<file path="config.mk">
export PLATFORM = sky130hd
export DESIGN_NAME = axi_mm_chkr_seq
export DESIGN_NICKNAME = d
export VERILOG_FILES = /design/src/rtl/axi_mm_chkr_seq.sv
export SDC_FILE = /design/constraint.sdc
export NUM_CORES = 1
export LEC_CHECK = 0
export ABC_AREA = 1
export CORE_ASPECT_RATIO = 2
export CORE_MARGIN = 2
export CORE_UTILIZATION = 50
export CTS_CLUSTER_SIZE = 8
export DETAILED_ROUTE_END_ITERATION = 8
export PLACE_DENSITY = 0.71
export SKIP_LAST_GASP = 1
export SYNTH_ARGS = -nofsm -noshare
export SYNTH_HDL_FRONTEND = slang
export SYNTH_SLANG_ARGS = --single-unit
</file>
<file path="constraint.sdc">
create_clock -name rdclk -period 2.6 [get_ports rdclk]
set_input_delay 0.39 -clock rdclk [delete_from_list [all_inputs] [get_ports rdclk]]
set_output_delay 0.39 -clock rdclk [all_outputs]
set_load 0.02 [all_outputs]
</file>
<file path="src/rtl/axi_mm_chkr_seq.sv">
// axi_mm_chkr_seq: sequences pattern-checker test campaigns.
// Burst mode launches num_runs single checks separated by idle gaps.
// Continuous mode holds one continuous-pattern run open until stop.
// Each run records one outcome: pass, fail or timeout.
module axi_mm_chkr_seq #(
  parameter int CNT_W   = 16,
  parameter int GAP_CYC = 16
) (
  input  logic             rdclk,
  input  logic             rst_n,
  input  logic             start,
  input  logic             cont_mode,
  input  logic [CNT_W-1:0] num_runs,
  input  logic [CNT_W-1:0] timeout_cyc,
  input  logic             stop,
  input  logic [1:0]       patchkr_out,
  output logic             patchkr_en,
  output logic             cntuspatt_en,
  output logic             busy,
  output logic             done,
  output logic             overall_pass,
  output logic [CNT_W-1:0] pass_cnt,
  output logic [CNT_W-1:0] fail_cnt,
  output logic [CNT_W-1:0] tout_cnt
);

  localparam int GAP_W = (GAP_CYC > 1) ? $clog2(GAP_CYC) : 1;
  localparam logic [GAP_W-1:0] GAP_LAST = GAP_W'(GAP_CYC - 1);
  localparam logic [CNT_W-1:0] CNT_ONE  = {{(CNT_W-1){1'b0}}, 1'b1};

  typedef enum logic [2:0] {
    IDLE, LAUNCH, ARM, CONT, WAIT, GAP, DONE
  } state_t;

  state_t             state_q, state_d;
  logic               mode_q, mode_d;
  logic [CNT_W-1:0]   runs_q, runs_d;
  logic [CNT_W-1:0]   tout_lim_q, tout_lim_d;
  logic [CNT_W-1:0]   run_idx_q, run_idx_d;
  logic [CNT_W-1:0]   timer_q, timer_d;
  logic [GAP_W-1:0]   gap_q, gap_d;
  logic [CNT_W-1:0]   pass_q, pass_d;
  logic [CNT_W-1:0]   fail_q, fail_d;
  logic [CNT_W-1:0]   tout_q, tout_d;
  logic               op_q, op_d;
  logic               cntus_q, cntus_d;

  logic               result_vld;
  logic               tout_hit;
  logic [CNT_W:0]     run_next;
  logic               more_runs;

  // Saturating increment shared by every counter so none can wrap.
  function automatic logic [CNT_W-1:0] sat_inc(input logic [CNT_W-1:0] v);
    return (v == {CNT_W{1'b1}}) ? v : v + CNT_ONE;
  endfunction

  // Next-state and datapath logic for the campaign sequencer.
  always_comb begin
    state_d    = state_q;
    mode_d     = mode_q;
    runs_d     = runs_q;
    tout_lim_d = tout_lim_q;
    run_idx_d  = run_idx_q;
    timer_d    = timer_q;
    gap_d      = '0;
    pass_d     = pass_q;
    fail_d     = fail_q;
    tout_d     = tout_q;
    op_d       = op_q;

    result_vld = (patchkr_out != 2'b00);
    tout_hit   = (tout_lim_q != '0) && (timer_q == tout_lim_q);
    run_next   = {1'b0, run_idx_q} + {1'b0, CNT_ONE};
    more_runs  = (run_next < {1'b0, runs_q});

    case (state_q)
      IDLE: begin
        if (start) begin
          mode_d     = cont_mode;
          runs_d     = (num_runs == '0) ? CNT_ONE : num_runs;
          tout_lim_d = timeout_cyc;
          pass_d     = '0;
          fail_d     = '0;
          tout_d     = '0;
          run_idx_d  = '0;
          timer_d    = '0;
          op_d       = 1'b0;
          state_d    = LAUNCH;
        end
      end
      LAUNCH: begin
        timer_d = '0;
        state_d = ARM;
      end
      ARM: begin
        timer_d = sat_inc(timer_q);
        if (tout_hit) begin
          tout_d  = sat_inc(tout_q);
          state_d = GAP;
        end else if (!result_vld) begin
          state_d = mode_q ? CONT : WAIT;
        end
      end
      CONT: begin
        if (stop) begin
          state_d = WAIT;
        end
      end
      WAIT: begin
        timer_d = sat_inc(timer_q);
        if (result_vld) begin
          if (patchkr_out == 2'b11) begin
            pass_d = sat_inc(pass_q);
          end else begin
            fail_d = sat_inc(fail_q);
          end
          state_d = GAP;
        end else if (tout_hit) begin
          tout_d  = sat_inc(tout_q);
          state_d = GAP;
        end
      end
      GAP: begin
        if (gap_q == GAP_LAST) begin
          if (!mode_q && more_runs) begin
            run_idx_d = run_next[CNT_W-1:0];
            state_d   = LAUNCH;
          end else begin
            op_d    = (fail_q == '0) && (tout_q == '0) && (pass_q != '0);
            state_d = DONE;
          end
        end else begin
          gap_d = gap_q + GAP_W'(1);
        end
      end
      DONE: begin
        state_d = IDLE;
      end
      default: begin
        state_d = IDLE;
      end
    endcase

    cntus_d = mode_q && ((state_d == ARM) || (state_d == CONT));
  end

  // State and datapath registers with synchronous active-low reset.
  always_ff @(posedge rdclk) begin
    if (!rst_n) begin
      state_q    <= IDLE;
      mode_q     <= 1'b0;
      runs_q     <= '0;
      tout_lim_q <= '0;
      run_idx_q  <= '0;
      timer_q    <= '0;
      gap_q      <= '0;
      pass_q     <= '0;
      fail_q     <= '0;
      tout_q     <= '0;
      op_q       <= 1'b0;
      cntus_q    <= 1'b0;
    end else begin
      state_q    <= state_d;
      mode_q     <= mode_d;
      runs_q     <= runs_d;
      tout_lim_q <= tout_lim_d;
      run_idx_q  <= run_idx_d;
      timer_q    <= timer_d;
      gap_q      <= gap_d;
      pass_q     <= pass_d;
      fail_q     <= fail_d;
      tout_q     <= tout_d;
      op_q       <= op_d;
      cntus_q    <= cntus_d;
    end
  end

  assign patchkr_en   = (state_q == LAUNCH) && !mode_q;
  assign cntuspatt_en = cntus_q;
  assign busy         = (state_q != IDLE);
  assign done         = (state_q == DONE);
  assign overall_pass = op_q;
  assign pass_cnt     = pass_q;
  assign fail_cnt     = fail_q;
  assign tout_cnt     = tout_q;

endmodule
</file>
-- Word-level counts from Yosys, hierarchy flattened
Index checks and enable logic that the tools add are counted.
- bits in registers: 122
- bits of input ports: 39
- output and inout bits: 53
- $add $sub $neg: 6
- $lt $le $gt $ge: 1
- equality and inequality tests: 26
- multiplexer cells: 33
- bitwise gates (word level): 2
- reduce and logical (&&, ||, !) cells: 29
- operators with widths (kind ; count):
    two-way mux 16 bit ; 14
    case mux 16 bit (2 select lines) ; 3
    case mux 16 bit (3 select lines) ; 2
    adder 16 x 1 -> 16 bit (second input constant) ; 4
    equality test 16 bit (second input constant) ; 4
    zero test 16 bit ; 3
    nonzero test 16 bit ; 2
    two-way mux 3 bit ; 9
    != test 2 bit (second input constant) ; 11
    case mux 3 bit (6 select lines) ; 1
    adder 16 x 1 -> 17 bit (second input constant) ; 1
    less-than comparator 17 x 16 -> 1 bit ; 1
    equality test 16 bit ; 1
    equality test 3 x 2 -> 1 bit (second input constant) ; 4
    AND reduction 5 bit ; 2
    equality test 3 bit (second input constant) ; 3
    nonzero test 3 bit ; 3
    AND reduction 4 bit ; 2
    logical AND 1 bit ; 6
    AND reduction 3 bit ; 2
    nonzero test 2 bit ; 3
    adder 4 x 1 -> 4 bit (second input constant) ; 1
    equality test 4 bit (second input constant) ; 1
    equality test 3 x 1 -> 1 bit (second input constant) ; 1
    other kinds (10) ; 13

-- Longest topological paths before layout
- word-level depth: 9
- gate-level depth with buffers: 20
- mapped depth without buffers: 19

-- Worst setup path before layout
OpenSTA, ideal clock, no wires.
- path type: register -> register
- start point: reg run_idx_q[0]
- end point: reg run_idx_q[12]
- arrival time: 2.278 ns
- required time: 2.468 ns
- path slack: 0.190 ns
- stages on the path, launching flop included: 18
- path buffers: 1
- clock period less this slack: 2.410 ns
- cells stage by stage: dfxtp_1 -> ha_1 -> nand2_1 -> nor2_1 -> nand3_2 -> nor2_1 -> xor2_1 -> ha_1 -> a21o_1 -> nand3_2 -> nand2_1 -> nor2_1 -> nand2_2 -> nand2_2 -> nand2_4 -> buf_6 -> nand2_1 -> a21oi_1
- word-level cells in the longest chain between the ends: 5
- elaborated cells on any way between the ends: 8
- classes of those cells: 1 x add/sub; 1 x order compare; 1 x eq/ne; 3 x mux; 2 x reduce/logical
- RTL lines (item ; RTL line ; RTL):
    start, declared ; 39 ; logic [CNT_W-1:0] run_idx_q, run_idx_d;
    start signal, assigned ; 168 ; run_idx_q <= run_idx_d;
    adder 16 x 1 -> 17 bit * ; 74 ; run_next = {1'b0, run_idx_q} + {1'b0, CNT_ONE};
    less-than comparator 17 x 16 -> 1 bit ; 75 ; more_runs = (run_next < {1'b0, runs_q});
    logical AND 1 bit ; 126 ; if (!mode_q && more_runs) begin
    != test 2 bit (no source line) ; - ;
    AND reduction 4 bit (no source line) ; - ;
Mark *: on every way between the ends. The rest lies on a longest branch, timed or not. The select of a mux whose other input is x is not followed.
A chain may end at the register's enable or synchronous reset.

-- Worst setup path after layout
- start point: reg run_idx_q[1]
- end point: reg run_idx_q[11]
Same word-level chain as after synthesis.

==> flow_summary.yaml <==
finish:
  layout_common_cells: "nand2_1, inv_1, nor2_1, dfxtp_1, clkdlybuf4s50_1"
  final_cells: 1395
  regArea_sq_mm: 0.00246
  antenna_cells: 0
  nets: 1250
  nFillCells: 1327
  multi_input_area_sq_mm: 0.00444
  drive_above_1_share: 0.117
  layout_commonest_cell: "nand2_1"
  syn_to_final_growth_pct: 26.5
  fin_area_sq_mm: 0.00937
clocking:
  clk_path_buf_depth: 2
  h-tree-depth: 4
  clk_latency_ns: 0.42
  clock_sinks: 122
  clk_pin_slew_ns: 0.06
  cts_buffers: 17
  clockRootBuffer: "clkbuf_16"
  cts_tree: "yes"
setup_path:
  startpoint: "run_idx_q[1]"
  crit_path_end_kind: "register"
  cp_cell_sequence: "ha_4 -> nand2_2 -> nor2_4 -> nand3_4 -> nor2_4 -> xor2_2 -> ha_1 -> a21o_1 -> nand3_2 -> nand2_1 -> nor2_1 -> nand2_2 -> nand2_4 -> nand2_8 -> nand2_2 -> a21oi_1"
  worstReg2RegEnd: "run_idx_q[11]"
  crit_required_ns: 2.89
  max_stage_delay_ns: 0.37
  cp_max_fo: 8
  worst_ep_arrival_time_ns: 2.81
  cp_common_cell: "nand2_2"
  regToRegSetupSlack_ns: 0.08
  path_class: "register to register"
  reg2regPathDepth: 16
  slowest_stage: "dfxtp_4"
  crit_path_start_kind: "register"
  r2r_start: "run_idx_q[1]"
detailed_routing:
  ant_nets: 0
  viasPerCell: 5.50
  wl_per_cell_um: 15.0
  drtIter0Drc: 467
  via_count: 7676
  drc: 0
  drt_wl_total_mm: 20.9
  firstDrtPassIters: 5
place:
  routabilityCongestion: 0.944
  dp_slack_ns: -0.0134
  place_hpwl_mm: 14.6
  placed_area_sq_mm: 0.00850
  portBuffers: 91
  dp_cells: 1359
global_route:
  grt_overflow: 0
  grt_max_degree: 38
  grt_pass1_vias: 7176
  grt_pass1_wl_mm: 33.7
  antenna_found_initial: 0
  grt.total_usage: 0.258
hold_path:
  hold_path_class: "register to register"
  min_path_cells: 1
  min_from: "gap_q[0]"
  hold_end: "gap_q[0]"
sta:
  setup_ws_ns: 0.0785
  setup_viol: 0
  rsz0062_at_grt: "true"
  final_max_slew_viol_count: 0
  hold_violations: 0
  fin_skew_ns: 0.00773
  max_slew_margin: 0.541
  fmax_mhz: 397
  fin_crit_sh: 0.970
  layout_min_cycle_time_ns: 2.52
  tightest_slew_ns: 0.689
synthesis:
  syn_inst: 1095
  synth_ff_type: "dfxtp_1"
  syn_nets: 1158
  synth_cell_types: 45
  yosysWarnings: 0
  synth_edf_count: 0
  synth_seq_cells: 122
  async_reset_ff_frac: 0
  syn_area_sq_mm: 0.00741
  synth.yosys.seq_area_share: 0.330
  syn_area_per_cell_sq_um: 6.77
power:
  fin_total_pwr_mw: 6.00
  power.density_mw_per_mm2: 641
  peakVddDrop_mv: 0.525
  p_leak_nw: 3.53
floorplanning:
  row_count: 63
  pin_count: 92
  die-area_sq_mm: 0.0159
  core_sq_mm: 0.0147
  fp.dieH_um: 176
  fp.dieW_um: 90.1
  start_util: 0.505
flow_run:
  drv_cap: 0
outcome:
  status: "finished clean"
critical path, delay by kind of cell (launching register included):
family                     cells  cell delay [ns]
DFF                            1             0.37
adders and majority gates      2             0.42
xor gates and xnor gates       1             0.16
and+or+nand+nor               11             1.18
AOI/OAI and AO/OA              2             0.26
layer usage:
| metal | vias up | share of wire | track usage |
|---|---|---|---|
| li1 | 3820 | - | - |
| met2 | 255 | 0.51 | 0.449 |
| met5 | - | 0 | 0 |
| met1 | 3561 | 0.42 | 0.316 |
| met4 | 0 | 0.026 | 0.101 |
| met3 | 40 | 0.049 | 0.0431 |
worst max path at each step:
stage                     to  slack, ns
3_3_place_gp   run_idx_q[14]       0.06
6_report       run_idx_q[11]       0.08
3_5_place_dp   run_idx_q[13]      -0.01
2_1_floorplan  run_idx_q[12]       0.19
5_1_grt        run_idx_q[11]       -0.1
4_1_cts         run_idx_q[9]       0.03
registers in the layout, indices dropped and copies added, names as in the netlist:
signal	flops
cntuspatt_en	1
state_q	3
tout_cnt	16
pass_cnt	16
mode_q	1
overall_pass	1
gap_q	4
runs_q	16
tout_lim_q	16
timer_q	16
fail_cnt	16
run_idx_q	16
synth_stat cells (5+ instances only):
master      n  share of area
ha_1       24          0.041
nand4_1    62          0.052
nor3_1     39          0.026
inv_1     124          0.063
nor2_1    123          0.062
nand2_1   210           0.11
o21ai_0    44          0.030
dfxtp_1   122           0.33
nand2_2    11         0.0093
a21oi_1    80          0.054
nand3_1    88          0.059
buf_6       5         0.0076
clkbuf_1   22          0.011
xnor2_1     8         0.0095
nor4_1     13          0.011
inv_2      12         0.0061
xor2_1     41          0.048
kinds of logic (layout without fill, tap and decap cells):
logic type | after synthesis | in the layout | share of synthesized area
xor+xnor | 49 | 49 | 0.0579
flops | 122 | 122 | 0.330
fa+ha+maj | 24 | 24 | 0.0405
simple gates | 583 | 584 | 0.373
compound gates | 142 | 142 | 0.102
buf+inv | 175 | 279 | 0.0968
through the flow:
stage	setup TNS (ns)	utilization	hold WS, ns
2_1_floorplan	0	-	0.418
3_3_place_gp	0	0.580	0.432
3_5_place_dp	-0.0163	0.580	0.453
4_1_cts	0	0.624	0.461
5_1_grt	-1.29	0.639	0.493
6_report	0	0.639	0.461
final cells by class:
type                    count  share of cell area
well taps                 195              0.0260
clock buffers              19              0.0473
flip-flops and latches    122               0.263
multi-input cells         799               0.474
repair buffers            109               0.115
inverters                 138              0.0553
clock inverters            13              0.0204
repair_timing:
| action | CTS | global route |
|---|---|---|
| pin swaps | 0 | 16 |
| gates cloned | 0 | 1 |
| hold buffers | 0 | 0 |
| setup endpoints to repair | 8 | 18 |
| setup buffers | 0 | 3 |
| resized for setup | 2 | 49 |
where the power goes:
part	total (mW)	internal [mW]	switching, mW
clock network	2.55	1.64	0.914
registers	2.07	1.97	0.100
logic	1.37	0.463	0.911
Note: power is estimated with default switching activity, not from simulation.
